**src/rtl/cdr_phase_selector.sv**
```systemverilog
// cdr_phase_selector: synchronises early/late votes, filters them and steps a
// wrap-around sampling-phase pointer with lock detection.  Rev 1.0
`default_nettype none
`timescale 1ns/1ps

module cdr_phase_selector #(
  parameter int NPHASE      = 16,
  parameter int PTR_W       = 4,
  parameter int SYNC_STAGES = 2,
  parameter int THRESH      = 8,
  parameter int HOLDOFF     = 4,
  parameter int LOCK_CYC    = 64,
  parameter int INIT_PHASE  = 0
) (
  input  logic              clk,
  input  logic              rst,
  input  logic              en,
  input  logic              shift_left,
  input  logic              shift_right,
  output logic [PTR_W-1:0]  phase_idx,
  output logic [NPHASE-1:0] phase_sel,
  output logic              step_left,
  output logic              step_right,
  output logic              locked
);

  localparam int HOLD_W = (HOLDOFF > 0) ? $clog2(HOLDOFF + 1) : 1;
  localparam int LOCK_W = $clog2(LOCK_CYC + 1);
  localparam logic signed [7:0] ACC_MAX = 8'(THRESH - 1);
  localparam logic signed [7:0] ACC_MIN = 8'(1 - THRESH);

  typedef enum logic [0:0] {S_IDLE = 1'b0, S_HOLD = 1'b1} state_t;

  state_t                   state, state_nxt;
  logic [SYNC_STAGES-1:0]   sl_pipe, sr_pipe;
  logic signed [7:0]        acc, acc_nxt;
  logic [HOLD_W-1:0]        hold_cnt, hold_nxt;
  logic [LOCK_W-1:0]        lock_cnt, lock_nxt;
  logic [PTR_W-1:0]         idx_nxt;
  logic [NPHASE-1:0]        sel_nxt;
  logic                     step_l_nxt, step_r_nxt, locked_nxt;
  logic                     sl, sr, vote_up, vote_dn, do_up, do_dn;

  assign sl      = sl_pipe[SYNC_STAGES-1];
  assign sr      = sr_pipe[SYNC_STAGES-1];
  assign vote_up = sr & ~sl;
  assign vote_dn = sl & ~sr;

  // Synchronisers run regardless of en; only rst clears them.
  always_ff @(posedge clk) begin
    if (rst) begin
      sl_pipe <= '0;
      sr_pipe <= '0;
    end else begin
      sl_pipe <= {sl_pipe[SYNC_STAGES-2:0], shift_left};
      sr_pipe <= {sr_pipe[SYNC_STAGES-2:0], shift_right};
    end
  end

  always_ff @(posedge clk) begin
    if (rst) begin
      state      <= S_IDLE;
      acc        <= '0;
      hold_cnt   <= '0;
      lock_cnt   <= '0;
      phase_idx  <= PTR_W'(INIT_PHASE);
      phase_sel  <= NPHASE'(1) << INIT_PHASE;
      step_left  <= 1'b0;
      step_right <= 1'b0;
      locked     <= 1'b0;
    end else begin
      state      <= state_nxt;
      acc        <= acc_nxt;
      hold_cnt   <= hold_nxt;
      lock_cnt   <= lock_nxt;
      phase_idx  <= idx_nxt;
      phase_sel  <= sel_nxt;
      step_left  <= step_l_nxt;
      step_right <= step_r_nxt;
      locked     <= locked_nxt;
    end
  end

  always_comb begin
    state_nxt  = state;
    acc_nxt    = acc;
    hold_nxt   = hold_cnt;
    lock_nxt   = lock_cnt;
    idx_nxt    = phase_idx;
    step_l_nxt = 1'b0;
    step_r_nxt = 1'b0;
    locked_nxt = locked;
    do_up      = 1'b0;
    do_dn      = 1'b0;

    if (en) begin
      case (state)
        S_IDLE: begin
          if (vote_up && acc == ACC_MAX)      do_up = 1'b1;
          else if (vote_dn && acc == ACC_MIN) do_dn = 1'b1;
          else if (vote_up)                   acc_nxt = acc + 8'sd1;
          else if (vote_dn)                   acc_nxt = acc - 8'sd1;
        end
        S_HOLD: begin
          acc_nxt  = '0;
          hold_nxt = hold_cnt - 1'b1;
          if (hold_cnt == HOLD_W'(1)) state_nxt = S_IDLE;
        end
        default: state_nxt = S_IDLE;
      endcase

      if (do_up || do_dn) begin
        acc_nxt    = '0;
        hold_nxt   = HOLD_W'(HOLDOFF);
        state_nxt  = (HOLDOFF > 0) ? S_HOLD : S_IDLE;
        lock_nxt   = '0;
        locked_nxt = 1'b0;
        step_r_nxt = do_up;
        step_l_nxt = do_dn;
        if (do_up)
          idx_nxt = (phase_idx == PTR_W'(NPHASE - 1)) ? '0 : phase_idx + 1'b1;
        else
          idx_nxt = (phase_idx == '0) ? PTR_W'(NPHASE - 1) : phase_idx - 1'b1;
      end else begin
        lock_nxt   = (lock_cnt == LOCK_W'(LOCK_CYC)) ? lock_cnt : lock_cnt + 1'b1;
        locked_nxt = (lock_nxt == LOCK_W'(LOCK_CYC));
      end
    end

    sel_nxt          = '0;
    sel_nxt[idx_nxt] = 1'b1;
  end

endmodule

`default_nettype wire

```
**config.mk**
```make
export PLATFORM = sky130hd
export DESIGN_NAME = cdr_phase_selector
export DESIGN_NICKNAME = d
export VERILOG_FILES = /design/src/rtl/cdr_phase_selector.sv
export SDC_FILE = /design/constraint.sdc
export NUM_CORES = 1
export LEC_CHECK = 0
export ABC_AREA = 1
export CAP_MARGIN = 5
export CORE_ASPECT_RATIO = 0.75
export CORE_MARGIN = 2
export CORE_UTILIZATION = 60
export DETAILED_ROUTE_END_ITERATION = 8
export PLACE_DENSITY = 0.85
export RECOVER_POWER = 100
export SETUP_SLACK_MARGIN = 0.15
export SLEW_MARGIN = 20
export SYNTH_ARGS = -nofsm -noshare
export SYNTH_HDL_FRONTEND = slang
export SYNTH_SLANG_ARGS = --single-unit
export TNS_END_PERCENT = 20
```
**constraint.sdc**
```tcl
create_clock -name clk -period 3.9 [get_ports clk]
set_clock_uncertainty 0.15 [all_clocks]
set_input_delay 0.78 -clock clk [delete_from_list [all_inputs] [get_ports clk]]
set_output_delay 0.78 -clock clk [all_outputs]
set_load 0.03 [all_outputs]
```
==> results.cfg, run 1 <==
[status]
status = completed

[yosys]
synth_top_area_cell = dfxtp_1
synth_edf_count = 0
synth_cell_types = 35
synth.area.top_cells = dfxtp_1 38%, nand2_1 9.6%, nor2_1 8.8%, inv_1 8.0%, ha_1 7.2%
syn_avg_cell_area_um2 = 7.22
synthesis.nets = 356
synth_warnings = 0
netlist_area_um2 = 2430
netlist.area_leader.share = 0.379
syn_inst = 336
ys.flop_type = dfxtp_1
synth.yosys.seq_area_share = 0.379
yosys_register_bits = 46
ys_async_sr_fraction = 0

[timing]
timing.setup.tns_ns = 0
relSlewSlack = 0.535
period_minus_slack_ns = 2.81
setup_violations = 0
tightestPinTransition_ns = 0.690
period_share = 0.720
drv_slew = 0
hold_viol_final = 0
fin_ws_ns = 1.09
max_freq_mhz = 356
rsz0062_at_grt = false

[layout]
layout_common_cells = 68 x nand2_1, 58 x nor2_1, 53 x inv_1
fin_area_um2 = 2790
final_core_util = 0.738
fill_cells = 308
drive_gt1_frac = 0.0571
final_common_cell = nand2_1
area_growth_pct = 14.9
diodes = 0
final_nets = 387

[detailed_routing]
via_count = 2194
drc = 0
wl_um = 5390
firstDrtPassIters = 4
ant_nets = 0
avgRoutedWirePerCell_um = 12.8
dr.first_iter.drc_count = 163
vias_per_cell = 5.22

[pwr]
power.switching_uw = 247
p_clk_frac = 0.338
combPwrFrac = 0.116
p_sw_frac = 0.275
intPower_uw = 649
pwr_density_cell_nw_per_um2 = 321
power_frac_seq = 0.546
peakVddDrop_mv = 0.309
leakagePower_nw = 1.32

[clock_tree]
cts_tree = done
post-cts-setup-buffers = 0
cts_hold_buf = 0
cts_resized = 0
clock-sinks = 46
insertion_delay_ns = 0.31
cts_root_buffer = clkbuf_8
cts_max_path_buffers = 2
numCtsBuffers = 5
path_clk_slew_ns = 0.09
cts-htree-levels = 2

[setup_path]
crit_required_ns = 3.99
critPathArrivalTime_ns = 2.90
startpoint_type = register
critPathKind = register to register
path_max_fanout = 7
cp-end-kind = register

[job]
drv_cap = 0

[hold_path]
hp-class = register to register

[global_routing]
overflow = 0
antenna_found_initial = 0
grt_use_total = 0.256
grt_max_degree = 17
grt_pass1_vias = 2019
grt_pass1_wl_um = 9100

[floorplanning]
die_w_um = 77.4
initial_core_util = 0.642
rows = 19
die_h_um = 59.1
pin_count = 28
coreArea_um2 = 3780
dieArea_um2 = 4580

[placement]
gp_congestion = 0.936
dp_slack_ns = 1.21
io_buffers = 27
dp_hpwl_um = 4050
dpl-instance-area_um2 = 2750
[layer usage]
metal  routed length [µm]  part of all wire  global-route usage  up-vias
li1                     -                 -                   -     1112
met1                 2610              0.48               0.359     1007
met2                 2360              0.44               0.398       65
met3                  328             0.061              0.0473       10
met4                   88             0.016              0.0995        0
met5                    0                 0                   0        -
[flip-flops by register name, summed over array words and instances, names as in the netlist]
name        count
state           1
hold_cnt        3
sr_pipe         2
phase_sel      16
acc             8
step_right      1
phase_idx       4
step_left       1
lock_cnt        7
locked          1
sl_pipe         2
[logic make-up (layout without fill, tap and decap cells)]
logic type      count (synthesis)  after routing  synth area share
compound gates                 36             36            0.0887
xor+xnor                       11             11            0.0397
fa+ha+maj                      15             15            0.0804
buf+inv                        60             92            0.0959
flops                          46             46             0.379
simple gates                  168            168             0.316
[power groups by stage]
stage	clock [mW]	sequential (mW)	combinational (mW)
3_5_place_dp	0	0.499	0.104
2_1_floorplan	0	0.496	0.0815
4_1_cts	0.310	0.488	0.105
5_1_grt	0.328	0.489	0.118
6_report	0.303	0.488	0.104
3_3_place_gp	0	0.498	0.101
[worst max-delay path: stages, from the launching register on]
cell and delay (ns):
dfxtp_1 0.32, inv_1 0.05, ha_1 0.26, inv_2 0.12, nor2_1 0.17, nand4_1 0.28, nand2_1 0.29, nand2_4 0.11
o21ai_0 0.58, nand3_1 0.27, nor2_1 0.14
[cells in the mapped netlist (all sizes together), types with 5 or more instances]
cell,instances
a21oi,18
dfxtp,46
ha,14
inv,56
nand2,70
nand3,25
nand4,5
nor2,62
o21ai,10
xor2,8
[final timing paths]
path	to	slack [ns]	from	cells past startpoint
worst max-delay path	phase_sel[8]	1.09	sl_pipe[1]	10
worst max register to register	phase_sel[8]	1.09	sl_pipe[1]	10
worst min register to register	sl_pipe[1]	0.26	sl_pipe[0]	2
worst min-delay path	sl_pipe[1]	0.26	sl_pipe[0]	2
[stage by stage]
stage,power (mW),cells,hold slack (ns)
6_report,0.895,420,0.257
5_1_grt,0.936,420,0.287
4_1_cts,0.903,420,0.261
3_5_place_dp,0.603,412,0.248
3_3_place_gp,0.600,412,0.242
2_1_floorplan,0.577,336,0.238
[cell type report]
| type | count | area [µm²] | area share |
|---|---|---|---|
| Tap cell | 52 | 65.1 | 0.0233 |
| Multi-Input combinational cell | 230 | 1220 | 0.438 |
| Inverter | 56 | 210 | 0.0754 |
| Clock buffer | 5 | 68.8 | 0.0247 |
| Timing Repair Buffer | 28 | 278 | 0.0996 |
| Clock inverter | 3 | 25.0 | 0.00897 |
| Sequential cell | 46 | 921 | 0.330 |
Note: power is estimated with default switching activity, not from simulation.
==> run 2, diff against run 1 <==
--- a/config.mk
+++ b/config.mk
@@ -9,9 +9,9 @@
 export CAP_MARGIN = 5
 export CORE_ASPECT_RATIO = 0.75
 export CORE_MARGIN = 2
-export CORE_UTILIZATION = 60
+export CORE_UTILIZATION = 50
 export DETAILED_ROUTE_END_ITERATION = 8
-export PLACE_DENSITY = 0.85
+export PLACE_DENSITY = 0.75
 export RECOVER_POWER = 100
 export SETUP_SLACK_MARGIN = 0.15
 export SLEW_MARGIN = 20
==> constraint.sdc (replaced) <==
create_clock -name clk -period 2.5 [get_ports clk]
set_clock_uncertainty 0.15 [all_clocks]
set_input_delay 0.5 -clock clk [delete_from_list [all_inputs] [get_ports clk]]
set_output_delay 0.5 -clock clk [all_outputs]
set_load 0.03 [all_outputs]
==> run 2 against run 1 <==
Effect of this change: die area up 19%; cell count up 1.4%; global-route usage down 5.3 points; critical endpoint is now phase_sel[0]; combinational power up 63%; utilization down 11 points; worst setup slack worse by 0.78 ns; sequential share of layout area down 0.72 points; worst hold slack about the same; register-to-register slack worse by 0.78 ns.
==> results.cfg, run 2 (same netlist as run 1, synthesis figures left out) <==
[layout]
layout_common_cells = 65 x nand2_1, 58 x nor2_1, 53 x inv_1
largest_register_ffs = 16
final_common_cell = nand2_1
area_growth_pct = 17.5
top_regs = phase_sel: 16 flops, acc: 8 flops, lock_cnt: 7 flops
diodes = 0
top_register = phase_sel
final_nets = 388
drive_gt1_frac = 0.0759

[setup_path]
path_max_fanout = 7
crit_start = sl_pipe[1]
crit_path_max_incr_delay_ns = 0.32
setup.worst_path.end = phase_sel[0]
crit_required_ns = 2.52
cpMaxStageDelayCell = dfxtp_1
cp-end-kind = register
critPathKind = register to register
reg2reg_slack_ns = 0.31
path_cells = inv_1 -> ha_2 -> inv_2 -> nor2_2 -> nand4_4 -> nand2_4 -> nand2_1 -> nand2_1 -> nand2_1 -> nand2_1 -> inv_1 -> nand2_1 -> nand2_1
reg2reg_to = phase_sel[0]
critPathArrivalTime_ns = 2.21
startpoint_type = register
crit_top_cell = nand2_1
timing.rr.start = sl_pipe[1]
reg2reg_depth = 13

[clock_tree]
cts_root_buffer = clkbuf_8
numCtsBuffers = 5
cts-htree-levels = 2
insertion_delay_ns = 0.29
path_clk_slew_ns = 0.09
cts_hold_buf = 0
clock-sinks = 46
cts_max_path_buffers = 2
cts_tree = done

[pwr]
pwr_density_cell_nw_per_um2 = 488
leakagePower_nw = 1.32
peakVddDrop_mv = 0.375

[floorplanning]
coreArea_um2 = 4570
die_w_um = 84.5
rows = 21
dieArea_um2 = 5430
initial_core_util = 0.531
die_h_um = 64.3
pin_count = 28

[timing]
max_freq_mhz = 456
timing.setup.tns_ns = 0
period_minus_slack_ns = 2.19
rsz0062_at_grt = false
drv_slew = 0
hold_viol_final = 0
period_share = 0.876
relSlewSlack = 0.743
setup_violations = 0
finalHoldWorstSlack_ns = 0.257
tightestPinTransition_ns = 0.385

[detailed_routing]
vias_per_cell = 4.91
wl_um = 5130
drc = 0
firstDrtPassIters = 4
ant_nets = 0
avgRoutedWirePerCell_um = 12.0
via_count = 2093
dr.first_iter.drc_count = 152

[hold_path]
hp-class = register to register

[placement]
dp_hpwl_um = 3960
io_buffers = 27
gp_congestion = 0.874

[job]
drv_cap = 0

[status]
status = completed

[global_routing]
grt_pass1_vias = 1978
grt_pass1_wl_um = 8930
grt_use_total = 0.203
antenna_found_initial = 0
grt_max_degree = 18
overflow = 0
-- run 2: cell count changes in the layout (fill, tap and decap cells not counted), sizes merged --
| cell | delta |
|---|---|
| buf | +1 |
-- run 2: metal layers --
metal	part of all wire	global-route usage	vias up	wire [µm]
met2	0.42	0.306	31	2160
li1	-	-	1113	-
met4	0.0047	0.0417	0	24
met1	0.53	0.299	947	2740
met3	0.040	0.0465	2	207
met5	0	0	-	0
-- run 2: per-stage QoR --
stage	std cells	worst slack [ns]	area [µm²]	utilization	total power [mW]
finish	426	0.309	2850	0.624	1.39
global route	426	0.111	2850	0.624	1.46
CTS	426	0.296	2870	0.627	1.41
detailed placement	418	0.293	2770	0.607	0.947
global placement	418	0.358	2770	0.607	0.946
floorplan	336	0.525	2430	-	0.900
-- run 2: critical path: cells and delay by family, from the launching register on --
| family | cells | cell delay, ns |
|---|---|---|
| and+or+nand+nor | 9 | 1.18 |
| buffers and inverters | 3 | 0.22 |
| DFF | 1 | 0.32 |
| adders and majority gates | 1 | 0.22 |
-- run 2: worst min path at each step --
stage	start	end	slack [ns]	cells after the start
5_1_grt	sl_pipe[0]	sl_pipe[1]	0.29	2
2_1_floorplan	sl_pipe[0]	sl_pipe[1]	0.24	2
3_5_place_dp	sl_pipe[0]	sl_pipe[1]	0.25	2
6_report	sl_pipe[0]	sl_pipe[1]	0.26	2
4_1_cts	sl_pipe[0]	sl_pipe[1]	0.26	2
3_3_place_gp	sl_pipe[0]	sl_pipe[1]	0.25	2
-- run 2: area by class of cell --
type                            count  area (µm²)
Sequential cell                    46         921
Tap cell                           57        71.3
Multi-Input combinational cell    230        1260
Clock inverter                      3        25.0
Timing Repair Buffer               29         298
Inverter                           56         210
Clock buffer                        5        68.8
Fill cell                         433        1720
-- run 2: power by group --
part           switching, mW  total (mW)  internal [mW]
registers             0.0152       0.761          0.746
clock network          0.259       0.461          0.202
logic                  0.102       0.170         0.0678
total                  0.376        1.39           1.02
-- run 2: timing repair --
action / CTS / global route
setup endpoints to repair: 0 / 6
resized for setup: 0 / 3
setup buffers: 0 / 0
==> run 3, diff against run 2 <==
--- a/config.mk
+++ b/config.mk
@@ -5,13 +5,12 @@
 export SDC_FILE = /design/constraint.sdc
 export NUM_CORES = 1
 export LEC_CHECK = 0
-export ABC_AREA = 1
 export CAP_MARGIN = 5
 export CORE_ASPECT_RATIO = 0.75
 export CORE_MARGIN = 2
-export CORE_UTILIZATION = 50
+export CORE_UTILIZATION = 45
 export DETAILED_ROUTE_END_ITERATION = 8
-export PLACE_DENSITY = 0.75
+export PLACE_DENSITY = 0.69
 export RECOVER_POWER = 100
 export SETUP_SLACK_MARGIN = 0.15
 export SLEW_MARGIN = 20
==> run 3 against run 2 <==
Effect of this change: critical path depth is 3 lower; power is 11% higher; combinational power is 21% higher; worst setup slack worse by 0.19 ns; largest power group unchanged.
==> results.cfg, run 3 <==
[clock_tree]
path_clk_slew_ns = 0.09
cts_root_buffer = clkbuf_8
cts-htree-levels = 2
numCtsBuffers = 5
cts_hold_buf = 0
insertion_delay_ns = 0.31
cts_tree = done
clock-sinks = 46
cts_max_path_buffers = 2

[global_routing]
grt_pass1_wl_um = 8800
overflow = 0
grt_max_degree = 22
grt_pass1_vias = 1840
antenna_found_initial = 0
grt_use_total = 0.191

[hold_path]
hp-class = register to register

[yosys]
synth_top_family_by_area = simple AND/OR/NAND/NOR gates
syn_avg_cell_area_um2 = 8.57
synth-simple-area-share = 0.272
synth_top_area_cell = dfxtp_1
synth_warnings = 0
synth_edf_count = 0
synth.yosys.seq_area_share = 0.383
synth_mux_area_frac = 0.0317
syn_inst = 281
yosys_register_bits = 46
synthesis.nets = 301
ys_async_sr_fraction = 0
synthXorXnorAreaFrac = 0.0327
yosysMostFrequentCell = dfxtp_1
synth.area.top_cells = dfxtp_1 38%, ha_1 7.3%, nor2_1 5.8%, a21oi_1 5.0%, nand2_1 3.3%
synth_common_cells = 46 x dfxtp_1, 37 x nor2_1, 24 x a21oi_1
synth_compound_area_frac = 0.150
synth_fa_ha_area_frac = 0.0811
netlist.area_leader.share = 0.383
synth_cell_types = 54
ys.flop_type = dfxtp_1
netlist_area_um2 = 2410

[timing]
tightestPinTransition_ns = 0.958
drv_slew = 0
timing.setup.tns_ns = 0
setup_violations = 0
finalHoldWorstSlack_ns = 0.295
relSlewSlack = 0.361
period_minus_slack_ns = 2.38
period_share = 0.951
rsz0062_at_grt = true
max_freq_mhz = 421
hold_viol_final = 0

[layout]
top_register = phase_sel
top_regs = phase_sel: 16 flops, acc: 8 flops, lock_cnt: 7 flops
drive_gt1_frac = 0.139
diodes = 0
layout_common_cells = 45 x dfxtp_1, 37 x nor2_1, 24 x dlygate4sd3_1
largest_register_ffs = 16
fill_cells = 473
final_common_cell = dfxtp_1
area_growth_pct = 27.2
final_nets = 342

[detailed_routing]
top_layer = met4
wl_met2_um = 2410
drc = 0
dr.first_iter.drc_count = 87
met3_length_um = 206
vias_per_cell = 5.27
via_count = 2096
avgRoutedWirePerCell_um = 14.2
wl_um = 5640
ant_nets = 0
firstDrtPassIters = 4
m1WireLength_um = 2960

[setup_path]
cpMaxStageDelayCell = o41ai_2
startpoint_type = register
critPathKind = register to register
critPathArrivalTime_ns = 2.47
cp_top_family = compound AO/OA/AOI/OAI gates
crit_required_ns = 2.59
crit_top_cell = ha_4
cp-end-kind = register
path_buf_inv = 2
crit_path_max_incr_delay_ns = 0.38
path_max_fanout = 5
path_cells = inv_2 -> ha_4 -> inv_6 -> ha_4 -> a21oi_4 -> o211ai_1 -> o41ai_2 -> xnor2_1 -> mux2_4 -> a21oi_2

[floorplanning]
die_h_um = 67.3
dieArea_um2 = 5960
initial_core_util = 0.460
coreArea_um2 = 5240
rows = 23
die_w_um = 88.5
pin_count = 28

[job]
drv_cap = 0

[placement]
dp_hpwl_um = 3970
gp_congestion = 0.821
io_buffers = 27

[pwr]
peakVddDrop_mv = 0.292
leakagePower_nw = 1.22
pwr_density_cell_nw_per_um2 = 503

[status]
status = completed
run 3: layout make-up:
cell class                 instances  area [µm²]  share of cell area
multi-input combinational        207        1470               0.481
sequential                        46         922               0.301
timing repair buffer              45         390               0.128
tap                               75        93.8              0.0306
clock buffer                       5        68.8              0.0225
inverter                          17        68.8              0.0225
clock inverter                     3        45.0              0.0147
run 3: layer usage:
| metal | GRT usage | vias up |
|---|---|---|
| li1 | - | 1067 |
| met1 | 0.282 | 991 |
| met2 | 0.285 | 29 |
| met3 | 0.0367 | 9 |
| met4 | 0.0530 | 0 |
| met5 | 0 | - |
run 3: path summary, 6_finish.rpt:
kind                            cells past startpoint  slack, ns       start          to
worst max-delay path                               10       0.12  sl_pipe[1]      acc[7]
worst min-delay path                                1       0.29  sl_pipe[0]  sl_pipe[1]
worst max register to register                     10       0.12  sl_pipe[1]      acc[7]
worst min register to register                      1       0.29  sl_pipe[0]  sl_pipe[1]
run 3: timing repair:
item | CTS | global route
setup endpoints to repair | 9 | 30
endpoints found under the hold margin | 0 | 0
resized for setup | 3 | 23
pin swaps | 0 | 8
setup buffers | 0 | 4
run 3: cell families after synthesis:
logic type / after synthesis
flip-flops: 46
AO/OA/AOI/OAI: 57
buffers and inverters: 28
AND/OR/NAND/NOR: 120
adder cells (fa/ha/maj): 15
multiplexers: 6
XOR/XNOR: 9
run 3: where the power goes:
part | switching, mW | internal, mW | total, mW
logic | 0.0995 | 0.106 | 0.205
clock network | 0.270 | 0.298 | 0.568
registers | 0.0205 | 0.747 | 0.767
run 3: metrics by stage:
stage / std cells / power [mW] / area (µm²) / setup WS, ns / utilization
4_1_cts: 394 / 1.51 / 2950 / 0.0889 / 0.564
6_report: 398 / 1.54 / 3060 / 0.122 / 0.585
3_3_place_gp: 386 / 0.945 / 2830 / 0.0911 / 0.540
5_1_grt: 398 / 1.59 / 3060 / 0.0347 / 0.585
2_1_floorplan: 281 / 0.904 / 2410 / 0.173 / -
3_5_place_dp: 386 / 0.950 / 2830 / 0.0268 / 0.540
==> variant, RTL diff (settings of run 2) <==
Register the inputs `en`, `shift_left` and `shift_right` before use, with the module's reset. The logic sees them one clock later.
--- a/src/rtl/cdr_phase_selector.sv
+++ b/src/rtl/cdr_phase_selector.sv
@@ -31,6 +31,22 @@
 
   typedef enum logic [0:0] {S_IDLE = 1'b0, S_HOLD = 1'b1} state_t;
 
+  logic en_q;
+  logic shift_left_q;
+  logic shift_right_q;
+
+  always_ff @(posedge clk) begin
+    if (rst) begin
+      en_q          <= '0;
+      shift_left_q  <= '0;
+      shift_right_q <= '0;
+    end else begin
+      en_q          <= en;
+      shift_left_q  <= shift_left;
+      shift_right_q <= shift_right;
+    end
+  end
+
   state_t                   state, state_nxt;
   logic [SYNC_STAGES-1:0]   sl_pipe, sr_pipe;
   logic signed [7:0]        acc, acc_nxt;
@@ -52,8 +68,8 @@
       sl_pipe <= '0;
       sr_pipe <= '0;
     end else begin
-      sl_pipe <= {sl_pipe[SYNC_STAGES-2:0], shift_left};
-      sr_pipe <= {sr_pipe[SYNC_STAGES-2:0], shift_right};
+      sl_pipe <= {sl_pipe[SYNC_STAGES-2:0], shift_left_q};
+      sr_pipe <= {sr_pipe[SYNC_STAGES-2:0], shift_right_q};
     end
   end
 
@@ -93,7 +109,7 @@
     do_up      = 1'b0;
     do_dn      = 1'b0;
 
-    if (en) begin
+    if (en_q) begin
       case (state)
         S_IDLE: begin
           if (vote_up && acc == ACC_MAX)      do_up = 1'b1;
Behaviour: same outputs for any inputs over 10 cycles, from zero or initial values and one cycle with rst high; that may be too few to reach the edited logic, so the function may still have changed.
==> variant against run 2 <==
Synthesized area up 4.6%; setup slack got worse by 0.010 ns; clock power is 4.8% higher; synthesized cell count increased by 0.89%; non-clock buffer count unchanged; count of clock-buffer cells in the layout grew 1; global-route usage is 0.85 points lower; power decreased by 1.3%; cell area increased by 3.4%; cell count increased by 1.4%; wire length shrank 2.0%; sequential cell count up 3; first-iteration DRC count grew 5.9%; critical endpoint is now phase_idx[0].
==> variant: results (changes against run 2) <==
status:
  outcome: "complete, no violations"  # unchanged
global_route:
  grt_max_degree: 16  # was 18
  grt_pass1_wl_um: 8770  # was 8930 µm
  grt_usage_pct: 19.5  # was 20.3%
  grt_pass1_vias: 1976  # was 1,978
drt:
  via_count: 2165  # was 2,093
  post_drt_wl_per_cell_um: 11.6  # was 12.0 µm
  drt_iter0_drc: 161  # was 152
synthesis:
  synthAdderAreaFrac_pct: 7.68  # was 8.04%
  synth_xor_area_share_pct: 4.48  # was 3.97%
  synthTopCellsByArea: "dfxtp_1, nor2_1, inv_1"  # was dfxtp_1, nand2_1, nor2_1
  synth_compound_area_share_pct: 8.13  # was 8.87%
  synth_cell_types: 38  # was 35
  synth_common_cells: "nor2_1, inv_1, nand2_1"  # was nand2_1, nor2_1, inv_1
  syn_nets: 359  # was 356
power:
  switchingPower_w: 0.000324  # was 0.000376 W
  total_power_w: 0.00137  # was 0.00139 W
  combPwrFrac_pct: 6.8  # was 12.2%
  seqPwrFrac_pct: 58.1  # was 54.7%
cells_and_area:
  inverters: 57  # was 56
  multiInputGateArea_um2: 1300  # was 1260 µm²
  syn_to_final_growth_pct: 16.1  # was 17.5%
  seqCellArea_um2: 981  # was 921 µm²
  fill_cells: 463  # was 433
  seq_cells: 49  # was 46
  num-multi-input-gates: 229  # was 230
  layout.nonclk_buf_share_pct: 9.55  # was 10.4%
  finalNetCount: 391  # was 388
  post_route_cells_drive_above_1_share_pct: 10.2  # was 7.59%
  n_clock_buffer: 6  # was 5
  clkCellAreaFrac_pct: 3.27  # was 3.29%
critical_path:
  cp.arrival_ns: 1.55  # was 2.21 ns
  critical-path-top-delay-family: "buffers and inverters"  # was simple AND/OR/NAND/NOR gates
  critPathSlowestCell: "dlygate4sd3_1"  # was dfxtp_1
  reg2regPathDepth: 11  # was 13
sta:
  holdWs_ns: 0.257  # about the same
  slew_headroom_pct: 60.8  # was 74.3%
placement:
  place_congestion: 0.886  # was 0.874
  dp_hpwl_um: 3880  # was 3960 µm
  pre_cts_slack_ns: 0.272  # was 0.293 ns
  placedCellCount: 424  # was 418
  placed_cell_area_um2: 2870  # was 2770 µm²
floorplanning:
  design.core.area_um2: 4900  # was 4570 µm²
==> variant: cell types whose count changed after synthesis, sizes merged, moves of 2 or more <==
cell   change
dfxtp      +3
or2        +2
nand3      -4
a21oi      -2
nor2       +2
==> variant: path summary, 6_finish.rpt <==
| path | to | start |
|---|---|---|
| hold / removal | sl_pipe[0] | shift_left_q |
| setup / recovery | phase_idx[0] | phase_idx[0] |
| hold reg to reg | sl_pipe[0] | shift_left_q |
| setup reg to reg | phase_sel[7] | sl_pipe[1] |
==> variant: routing by layer <==
| metal | global-route usage, % | part of all wire (%) | vias to the layer above |
|---|---|---|---|
| met5 | 0 | 0 | - |
| met4 | 4.88 | 1.1 | 0 |
| met3 | 4.40 | 3.9 | 6 |
| met2 | 30.5 | 43 | 41 |
| met1 | 27.3 | 52 | 996 |
| li1 | - | - | 1122 |
